==> src/rtl/ras_pkg.sv <==
// Shared definitions for the return address stack.
// Holds the pointer/count width helpers, the checkpoint layout for the
// default configuration and the overflow counter width.
package ras_pkg;

  localparam int RAS_DEPTH_DEFAULT = 32;
  localparam int OVF_CNT_W         = 16;

  // Width helpers so parametrised users can size tos/count for any DEPTH.
  function automatic int ptr_w(input int depth);
    return $clog2(depth);
  endfunction

  function automatic int cnt_w(input int depth);
    return $clog2(depth + 1);
  endfunction

  localparam int PTR_W = $clog2(RAS_DEPTH_DEFAULT);
  localparam int CNT_W = $clog2(RAS_DEPTH_DEFAULT + 1);

  // Pointer snapshot carried with each prediction, default-depth layout.
  typedef struct packed {
    logic [PTR_W-1:0] tos;
    logic [CNT_W-1:0] count;
  } ras_ckpt_t;

endpackage

==> src/rtl/ras_ckpt_if.sv <==
// Predictor-side bundle of the return address stack.
// master: fetch/decode side (drives push/pop/recover, receives prediction)
// slave : the stack itself
interface ras_ckpt_if #(
  parameter int DEPTH  = 32,
  parameter int ADDR_W = 32
);
  import ras_pkg::*;

  localparam int CKPT_W = ptr_w(DEPTH) + cnt_w(DEPTH);

  logic                 push_valid;
  logic [ADDR_W-1:0]    push_pc;
  logic                 pop_valid;
  logic                 pred_hit;
  logic [ADDR_W-1:0]    pred_target;
  logic [CKPT_W-1:0]    ckpt;
  logic                 recover_valid;
  logic [CKPT_W-1:0]    recover_ckpt;
  logic                 empty;
  logic                 full;
  logic [OVF_CNT_W-1:0] overflow_cnt;

  modport master (
    output push_valid, push_pc, pop_valid, recover_valid, recover_ckpt,
    input  pred_hit, pred_target, ckpt, empty, full, overflow_cnt
  );

  modport slave (
    input  push_valid, push_pc, pop_valid, recover_valid, recover_ckpt,
    output pred_hit, pred_target, ckpt, empty, full, overflow_cnt
  );

endinterface

==> src/rtl/ras_storage.sv <==
// Return address entry array: DEPTH x ADDR_W, one synchronous write port,
// one asynchronous read port.
// Ports: CLK, we/waddr/wdata (write), raddr/rdata (combinational read).
module ras_storage #(
  parameter int DEPTH  = 32,
  parameter int ADDR_W = 32,
  parameter int IDX_W  = $clog2(DEPTH)
) (
  input  logic              CLK,
  input  logic              we,
  input  logic [IDX_W-1:0]  waddr,
  input  logic [ADDR_W-1:0] wdata,
  input  logic [IDX_W-1:0]  raddr,
  output logic [ADDR_W-1:0] rdata
);

  logic [ADDR_W-1:0] mem_q [DEPTH];

  // NOTE: the array has no reset; count gates every read, so stale
  // contents are never observed and the array maps onto plain storage.
  always_ff @(posedge CLK) begin
    if (we) begin
      mem_q[waddr] <= wdata;
    end
  end

  assign rdata = mem_q[raddr];

endmodule

==> src/rtl/ras_ckpt.sv <==
// Return address stack with checkpoint/repair.
// Calls push pc+RET_OFFSET, returns pop a same-cycle prediction, and the
// {tos, count} snapshot lets a mispredict restore the pointers. Overflow
// overwrites the oldest entry and bumps a saturating counter.
// Ports: CLK, RESET (sync, active-high), bus (ras_ckpt_if.slave).
module ras_ckpt
  import ras_pkg::*;
#(
  parameter int DEPTH      = 32,
  parameter int ADDR_W     = 32,
  parameter int RET_OFFSET = 8
) (
  input  logic     CLK,
  input  logic     RESET,
  ras_ckpt_if.slave bus
);

  localparam int TOS_W = ptr_w(DEPTH);
  localparam int CNT_N = cnt_w(DEPTH);

  typedef struct packed {
    logic [TOS_W-1:0] tos;
    logic [CNT_N-1:0] count;
  } ckpt_t;

  localparam logic [CNT_N-1:0] FULL_CNT = CNT_N'(DEPTH);

  logic [TOS_W-1:0]     tos_q, tos_d;
  logic [CNT_N-1:0]     count_q, count_d;
  logic [OVF_CNT_W-1:0] ovf_q, ovf_d;

  logic                 we;
  logic [TOS_W-1:0]     top_idx;
  logic [ADDR_W-1:0]    top_data;
  logic [ADDR_W-1:0]    ra;
  logic                 pred_hit;
  logic [ADDR_W-1:0]    pred_target;
  ckpt_t                rec;

  assign ra      = bus.push_pc + ADDR_W'(RET_OFFSET);
  assign top_idx = tos_q - TOS_W'(1);  // wraps mod DEPTH (power of two)
  assign rec     = ckpt_t'(bus.recover_ckpt);

  ras_storage #(
    .DEPTH  (DEPTH),
    .ADDR_W (ADDR_W),
    .IDX_W  (TOS_W)
  ) u_storage (
    .CLK   (CLK),
    .we    (we),
    .waddr (tos_q),
    .wdata (ra),
    .raddr (top_idx),
    .rdata (top_data)
  );

  // NOTE: every signal gets a default before the branches, so no path
  // leaves a combinational output unassigned (no latches).
  always_comb begin
    tos_d       = tos_q;
    count_d     = count_q;
    ovf_d       = ovf_q;
    we          = 1'b0;
    pred_hit    = 1'b0;
    pred_target = '0;
    if (RESET) begin
      // State is cleared in the register process; suppress all side effects.
    end else if (bus.recover_valid) begin
      tos_d   = rec.tos;
      count_d = rec.count;
    end else if (bus.push_valid && bus.pop_valid) begin
      // Call in ID forwarding straight into a return in IF.
      pred_hit    = 1'b1;
      pred_target = ra;
    end else if (bus.push_valid) begin
      we    = 1'b1;
      tos_d = tos_q + TOS_W'(1);
      if (count_q != FULL_CNT) begin
        count_d = count_q + CNT_N'(1);
      end else if (ovf_q != '1) begin
        ovf_d = ovf_q + OVF_CNT_W'(1);
      end
    end else if (bus.pop_valid && (count_q != '0)) begin
      pred_hit    = 1'b1;
      pred_target = top_data;
      tos_d       = top_idx;
      count_d     = count_q - CNT_N'(1);
    end
  end

  // NOTE: sequential state uses non-blocking assignments so every flop
  // samples the pre-edge values regardless of statement order.
  always_ff @(posedge CLK) begin
    if (RESET) begin
      tos_q   <= '0;
      count_q <= '0;
      ovf_q   <= '0;
    end else begin
      tos_q   <= tos_d;
      count_q <= count_d;
      ovf_q   <= ovf_d;
    end
  end

  assign bus.pred_hit     = pred_hit;
  assign bus.pred_target  = pred_target;
  assign bus.ckpt         = {tos_q, count_q};
  assign bus.empty        = (count_q == '0);
  assign bus.full         = (count_q == FULL_CNT);
  assign bus.overflow_cnt = ovf_q;

endmodule

==> src/flat_wrapper.sv <==
// flat-port wrapper written by rule: the top's interface ports become plain ports
module ras_ckpt_flat import ras_pkg::*;
#(
  parameter int DEPTH      = 32,
  parameter int ADDR_W     = 32,
  parameter int RET_OFFSET = 8
)
  (CLK, RESET, bus_push_valid, bus_push_pc, bus_pop_valid, bus_recover_valid, bus_recover_ckpt, bus_pred_hit, bus_pred_target, bus_ckpt, bus_empty, bus_full, bus_overflow_cnt);
  ras_ckpt_if #(.DEPTH(DEPTH), .ADDR_W(ADDR_W)) bus_i ();
  input  logic CLK;
  input  logic RESET;
  input wire logic [$bits(bus_i.push_valid)-1:0] bus_push_valid;
  input wire logic [$bits(bus_i.push_pc)-1:0] bus_push_pc;
  input wire logic [$bits(bus_i.pop_valid)-1:0] bus_pop_valid;
  input wire logic [$bits(bus_i.recover_valid)-1:0] bus_recover_valid;
  input wire logic [$bits(bus_i.recover_ckpt)-1:0] bus_recover_ckpt;
  output wire logic [$bits(bus_i.pred_hit)-1:0] bus_pred_hit;
  output wire logic [$bits(bus_i.pred_target)-1:0] bus_pred_target;
  output wire logic [$bits(bus_i.ckpt)-1:0] bus_ckpt;
  output wire logic [$bits(bus_i.empty)-1:0] bus_empty;
  output wire logic [$bits(bus_i.full)-1:0] bus_full;
  output wire logic [$bits(bus_i.overflow_cnt)-1:0] bus_overflow_cnt;
  assign bus_i.push_valid = bus_push_valid;
  assign bus_i.push_pc = bus_push_pc;
  assign bus_i.pop_valid = bus_pop_valid;
  assign bus_i.recover_valid = bus_recover_valid;
  assign bus_i.recover_ckpt = bus_recover_ckpt;
  assign bus_pred_hit = bus_i.pred_hit;
  assign bus_pred_target = bus_i.pred_target;
  assign bus_ckpt = bus_i.ckpt;
  assign bus_empty = bus_i.empty;
  assign bus_full = bus_i.full;
  assign bus_overflow_cnt = bus_i.overflow_cnt;
  ras_ckpt #(.DEPTH(DEPTH), .ADDR_W(ADDR_W), .RET_OFFSET(RET_OFFSET)) u_core (.CLK(CLK), .RESET(RESET), .bus(bus_i));
endmodule
==> config.mk <==
export PLATFORM = sky130hd
export DESIGN_NAME = ras_ckpt_flat
export DESIGN_NICKNAME = d
export VERILOG_FILES = /design/src/rtl/ras_pkg.sv /design/src/rtl/ras_ckpt_if.sv /design/src/rtl/ras_storage.sv /design/src/rtl/ras_ckpt.sv /design/src/flat_wrapper.sv
export SDC_FILE = /design/constraint.sdc
export NUM_CORES = 1
export LEC_CHECK = 0
export BUFFER_PORTS_ARGS = -buffer_cell sky130_fd_sc_hd__buf_2
export CAP_MARGIN = 20
export CORE_UTILIZATION = 25
export DETAILED_ROUTE_END_ITERATION = 10
export HOLD_SLACK_MARGIN = 0.03
export PLACE_DENSITY = 0.4
export SLEW_MARGIN = 20
export SYNTH_ARGS = -nofsm -noshare
export SYNTH_HDL_FRONTEND = slang
export SYNTH_SLANG_ARGS = --single-unit
==> constraint.sdc <==
create_clock -name CLK -period 9.5 [get_ports CLK]
set_input_delay 0.95 -clock CLK [delete_from_list [all_inputs] [get_ports CLK]]
set_output_delay 0.95 -clock CLK [all_outputs]
set_load 0.02 [all_outputs]
# Yosys cells after proc, flatten, opt, wreduce, memory -nomap -nowiden
# Memories as Yosys holds them, arrays and structs flattened.
# Index checks and enable logic that the tools add are counted.
[word_totals]
ff_bits = 27
romBits = 0
latch_bits = 0
mem_count = 1
output_inout_bits = 62
input_bits = 48
word_cells = 51
ramBits = 1024
[memory_table]
columns = ["memory", "depth", "width", "rd", "rd_clocked_by_memory_dff", "wr", "line_no", "rtl"]
rows = [
  ["u_core.u_storage.mem_q", 32, 32, 1, 0, 1, "ras_storage.sv:17", "logic [ADDR_W-1:0] mem_q [DEPTH];"],
]
[classes]
eq_ne = 5
shift = 0
reduce_logical = 8
order_cmp = 0
n_addsub = 6
mux = 25
div = 0
n_bitwise = 3
mul = 0
[ops]
columns = ["op", "n"]
rows = [
  ["2-to-1 mux 32 bit", 5],
  ["adder 32 x 4 -> 32 bit (second input constant)", 1],
  ["2-to-1 mux 6 bit", 5],
  ["2-to-1 mux 5 bit", 4],
  ["adder 16 x 1 -> 16 bit (second input constant)", 1],
  ["inequality test 16 bit (second input constant)", 1],
  ["2-to-1 mux 1 bit", 11],
  ["adder 6 x 1 -> 6 bit (second input constant)", 1],
  ["equality test 6 bit (second input constant)", 1],
  ["zero test 6 bit", 1],
  ["inequality test 6 bit (second input constant)", 1],
  ["nonzero test 6 bit", 1],
  ["subtractor 6 x 1 -> 6 bit (second input constant)", 1],
  ["adder 5 x 1 -> 5 bit (second input constant)", 1],
  ["AND reduction 5 bit", 1],
  ["subtractor 5 x 1 -> 5 bit (second input constant)", 1],
  ["inequality test 3 x 1 -> 1 bit (second input constant)", 1],
  ["inverter 1 bit", 3],
  ["AND reduction 3 bit", 1],
  ["nonzero test 3 bit", 1],
  ["logical AND 1 bit", 2],
  ["inequality test 2 bit (second input constant)", 1],
  ["AND reduction 2 bit", 1],
]

# Longest topological paths before layout
[logic_depth]
word_depth = 7
depth_mapped = 15
depth_no_buf = 8

# Hierarchy
# From an unflattened synthesis, not the netlist that was laid out.
[hier_totals]
cells_unflattened = 2594
hier_area_um2 = 42555.8
[modules_own_cells]
columns = ["mod", "n_inst", "seq_area_each_um2", "area_each_um2", "cells_each"]
rows = [
  ["ras_storage", 1, 30749.5, 39844.5, 2228],
  ["ras_ckpt", 1, 540.5, 2711.4, 366],
]

# Worst setup path before layout
# No wires, ideal clock.
[synth_timing]
path_type = "reg-to-output"
start = "reg u_core.tos_q[0]"
end = "out bus_pred_target[3]"
path_stages_with_launch = 14
required_time_ns = 8.550
slack_ns = 4.371
arrival_ns = 4.179
path_cell_list = "dfxtp_1 -> buf_2 -> buf_2 -> buf_2 -> buf_2 -> inv_1 -> ha_1 -> clkbuf_1 -> nand2b_1 -> nor2_1 -> xnor2_1 -> mux4_2 -> o2111ai_1 -> o21ai_0"
[synth_between]
elab_chain_cells = 7
[synth_rtl]
columns = ["item", "line_no", "rtl"]
rows = [
  ["start: declaration", "ras_ckpt.sv:28", "logic [TOS_W-1:0] tos_q, tos_d;"],
  ["start signal: assignment", "ras_ckpt.sv:99", "tos_q <= tos_d;"],
  ["subtractor 5 x 1 -> 5 bit", "ras_ckpt.sv:41", "assign top_idx = tos_q - TOS_W'(1);"],
  ["memory read (32 x 32 bit)", "-", ""],
  ["2-to-1 mux 32 bit", "ras_ckpt.sv:83", "end else if (bus.pop_valid && (count_q != '0)) begin"],
  ["2-to-1 mux 32 bit", "ras_ckpt.sv:75", "end else if (bus.push_valid) begin"],
  ["2-to-1 mux 32 bit", "ras_ckpt.sv:71", "end else if (bus.push_valid && bus.pop_valid) begin"],
  ["2-to-1 mux 32 bit", "ras_ckpt.sv:68", "end else if (bus.recover_valid) begin"],
  ["2-to-1 mux 32 bit", "ras_ckpt.sv:66", "if (RESET) begin"],
  ["end: declaration", "flat_wrapper.sv:18", "output wire logic [$bits(bus_i.pred_target)-1:0] bus_pred_target;"],
]
# Every way passes these cells.

# Worst setup path in the final report
# Ends and elaborated chain as after synthesis.

==> out/summary.txt <==
Total nets after synthesis = 2221
RSZ-0062 raised after global routing = false
Routed WL = 130 mm
Number of buffers created by CTS = 113
Yosys cell types = 62
Cell area after layout = 0.0493 mm²
Row count = 149
Post-Synthesis Cell Area = 0.0416 mm²
Startpoint types = flop
Postcts setup bufs = 0
Failing checks = DRC
Layout net count = 2420
Synth Register Bits = 1051
DRC viols = 27
Worst R2R Path Depth = 5
Outcome = finished, violations left
Final Util = 0.299
Clk pwr share = 0.411
CP endpoint kind = output port
Switching Share = 0.244
Routed vias = 22.0k
Setup-failing EPs final = 0
Hpwl dp = 68.4 mm
Slowest stage delay, CP = 890 ps
CP Data Required Time = 8550 ps
Slew @ Worst Pin = 1110 ps
Overall die width = 410 µm
Routability cong. = 0.737
Asr flop ratio synth = 0
Post-Route Skew = 76.1 ps
Clock sinks = 1051
First-pass GRT wire length = 182 mm
Pin count of the biggest net entering global routing = 122
GRT Total Usage = 0.154
Comb pwr share = 0.108
Tcrit/Tclk final = 0.647
IO Port Bufs = 109
N_diodes = 0
I/O Pins = 110
WS Path Type = reg -> out
Avg Inst Size Synth = 19.3 µm²
H-tree levels = 3
Die Height = 410 µm
Post-cts resize count = 0
Critical hold path startpoint = u_core.bus.overflow_cnt[10]
Share of layout cells above drive strength 1 = 0.283
Setup TNS = 0 ps
Number of global-route vias before repair = 22.6k
Syn Inst Count = 2161
Hold path endpoint = u_core.bus.overflow_cnt[10]
Max Clk Rate = 0.163 GHz
Routed Antenna Nets = 0
Worst r2r src = u_core.tos_q[0]
Max Root-Sink Buffers = 3
Hold Path Depth = 2
Yosys warning total = 0
Dpl cell area = 0.0457 mm²
Hold-fix buffer count after cts = 0
Static Leakage = 15.4 nW
Worst vdd ir = 0.000153 V
Max_slew headroom = 0.259
Int Power = 8.07 mW
Power per cell area = 216 mW/mm²
Dominant synthesized flop cell = edfxtp_1
Initial antenna violation count = 3
Reg2Reg Setup Slack = 4940 ps
Root buf cell = clkbuf_16
Starting Density = 0.252
Min Clock Period, post-route = 6150 ps
Core Box Area = 0.165 mm²
Area grow syn2layout = 18.5%
Crit-path cells = inv_1, ha_4, buf_12, mux4_2, mux4_2, o2111ai_1, o21ai_0, buf_2
CP max stage cell = dfxtp_4
Slew Viols, Final = 0
WL/cell = 27.9 µm
Cell mode on critical path = mux4_2
Vias per cell = 4.74
Clock transition at the registers of the reported paths = 60 ps
Clock latency on the worst-skew pair = 760 ps
Worst R2R End = u_core.u_storage.mem_q[19][5]
Worst min path class = reg -> reg
Post-synthesis sequential area ratio = 0.751
Seq pwr share = 0.481
Crit path arrival time = 5200 ps
Sw Pwr = 2.60 mW
DIE AREA = 0.168 mm²
Overflow after GRT = 0
Initial DRC count = 2087
Max cap viols = 0
Worst-path maximum fanout = 121
Final Hold Fails = 0
EDFF count, synth = 1024
CTS tree = done
First-pass DRT Iterations = 8
how the worst max path moves through the flow:
stage | cells past startpoint | slack, ps | startpoint | end
CTS | 8 | 3120 | u_core.tos_q[0] | bus_pred_target[3]
finish | 8 | 3350 | u_core.tos_q[0] | bus_pred_target[3]
global route | 8 | 2890 | u_core.tos_q[0] | bus_pred_target[3]
floorplan | 13 | 4370 | u_core.tos_q[0] | bus_pred_target[3]
global placement | 8 | 3890 | u_core.tos_q[0] | bus_pred_target[3]
detailed placement | 8 | 3880 | u_core.tos_q[0] | bus_pred_target[15]
critical path: cells and delay by family, from the launching register on:
family                   cells  cell delay [ps]
flip-flops                   1              890
AO/OA/AOI/OAI                2              520
multiplexers                 2              880
adder cells (fa/ha/maj)      1              850
buffers and inverters        3             1220
layout make-up:
type / count / area (µm²)
tap: 2189 / 2740
multi-input combinational: 986 / 10400
clock inverter: 73 / 746
sequential: 1051 / 31300
fill: 16200 / 116000
timing repair buffer: 193 / 1210
clock buffer: 136 / 2910
inverter: 15 / 56.3
through the flow:
step / instances / hold slack (ps) / worst slack (ps) / power, mW
2_1_floorplan: 2161 / 570 / 4370 / 5.96
3_3_place_gp: 4434 / 490 / 3890 / 6.39
3_5_place_dp: 4434 / 504 / 3880 / 6.40
4_1_cts: 4643 / 460 / 3120 / 10.8
5_1_grt: 4643 / 499 / 2890 / 11.0
6_report: 4643 / 520 / 3350 / 10.7
cell usage in the layout, fill, tap and decap left out, types with 7 or more instances in the layout:
| cell | Yosys | routed |
|---|---|---|
| o2bb2ai_1 | 7 | 7 |
| xor2_2 | 0 | 12 |
| a211oi_1 | 8 | 8 |
| nand2_1 | 236 | 236 |
| clkinv_2 | 0 | 19 |
| buf_4 | 2 | 81 |
| nor2_1 | 116 | 83 |
| a31oi_1 | 15 | 15 |
| xnor2_1 | 31 | 12 |
| nor3_1 | 14 | 13 |
| o21ai_0 | 31 | 30 |
| a21oi_1 | 19 | 17 |
| mux4_2 | 266 | 266 |
| clkbuf_16 | 0 | 113 |
| edfxtp_1 | 1024 | 1024 |
| nand3_1 | 96 | 96 |
| xor2_1 | 23 | 10 |
| inv_1 | 15 | 15 |
| ha_1 | 11 | 10 |
| and3_1 | 20 | 20 |
| dfxtp_1 | 27 | 26 |
| bufinv_16 | 0 | 13 |
| nor2_4 | 0 | 33 |
| mux2i_1 | 7 | 7 |
| clkinv_1 | 0 | 31 |
| xnor2_2 | 0 | 19 |
| nand4_1 | 10 | 10 |
| clkbuf_1 | 62 | 23 |
| buf_2 | 28 | 109 |
registers in the layout, summed over array words and instances, names as in the netlist:
register and count:
u_core.bus.overflow_cnt 16, u_core.u_storage.mem_q 1024, u_core.count_q 6, u_core.tos_q 5
Yosys cell counts (2+ instances only):
cell,count,area share
a211o_1,2,0.00042
a211oi_1,8,0.0014
a21o_1,2,0.00036
a21oi_1,19,0.0023
a221oi_1,2,0.00042
a22o_1,2,0.00042
a22oi_1,3,0.00054
a311oi_1,5,0.0011
a31oi_1,15,0.0023
and2_1,3,0.00045
and3_1,20,0.0030
and4_1,4,0.00084
buf_1,16,0.0014
buf_2,28,0.0034
buf_4,2,0.00036
clkbuf_1,62,0.0056
dfxtp_1,27,0.013
edfxtp_1,1024,0.74
ha_1,11,0.0033
inv_1,15,0.0014
mux2i_1,7,0.0017
mux4_2,266,0.14
nand2_1,236,0.021
nand2b_1,3,0.00045
nand3_1,96,0.012
nand4_1,10,0.0015
nor2_1,116,0.010
nor2b_1,3,0.00045
nor3_1,14,0.0017
nor3_2,2,0.00048
nor4_1,3,0.00045
o2111ai_1,5,0.0011
o211a_1,2,0.00048
o211ai_1,3,0.00054
o21a_1,2,0.00036
o21ai_0,31,0.0037
o22ai_1,4,0.00060
o2bb2ai_1,7,0.0015
or3_1,5,0.00075
or4_4,2,0.00054
xnor2_1,31,0.0065
xor2_1,23,0.0048
per-layer routing:
layer,vias up,track usage,wire [µm]
met5,-,0,0
met3,157,0.0259,6510
li1,9142,-,-
met2,604,0.253,62900
met4,0,0.0317,2310
met1,12100,0.214,58000
power groups by stage:
stage               Clock, mW  Combinational (mW)  Sequential [mW]
finish                   4.39                1.15             5.13
global route             4.67                1.24             5.13
CTS                      4.51                1.18             5.13
detailed placement          0                1.17             5.23
global placement            0                1.17             5.23
floorplan                   0               0.741             5.22
logic make-up after synthesis:
kind of cell | Yosys count | synth area share
buf+inv | 124 | 0.0123
flops | 1051 | 0.751
xor+xnor | 54 | 0.0114
mux | 275 | 0.146
simple gates | 522 | 0.0549
fa+ha+maj | 12 | 0.00379
compound gates | 123 | 0.0197
Note: power is estimated with default switching activity, not from simulation.
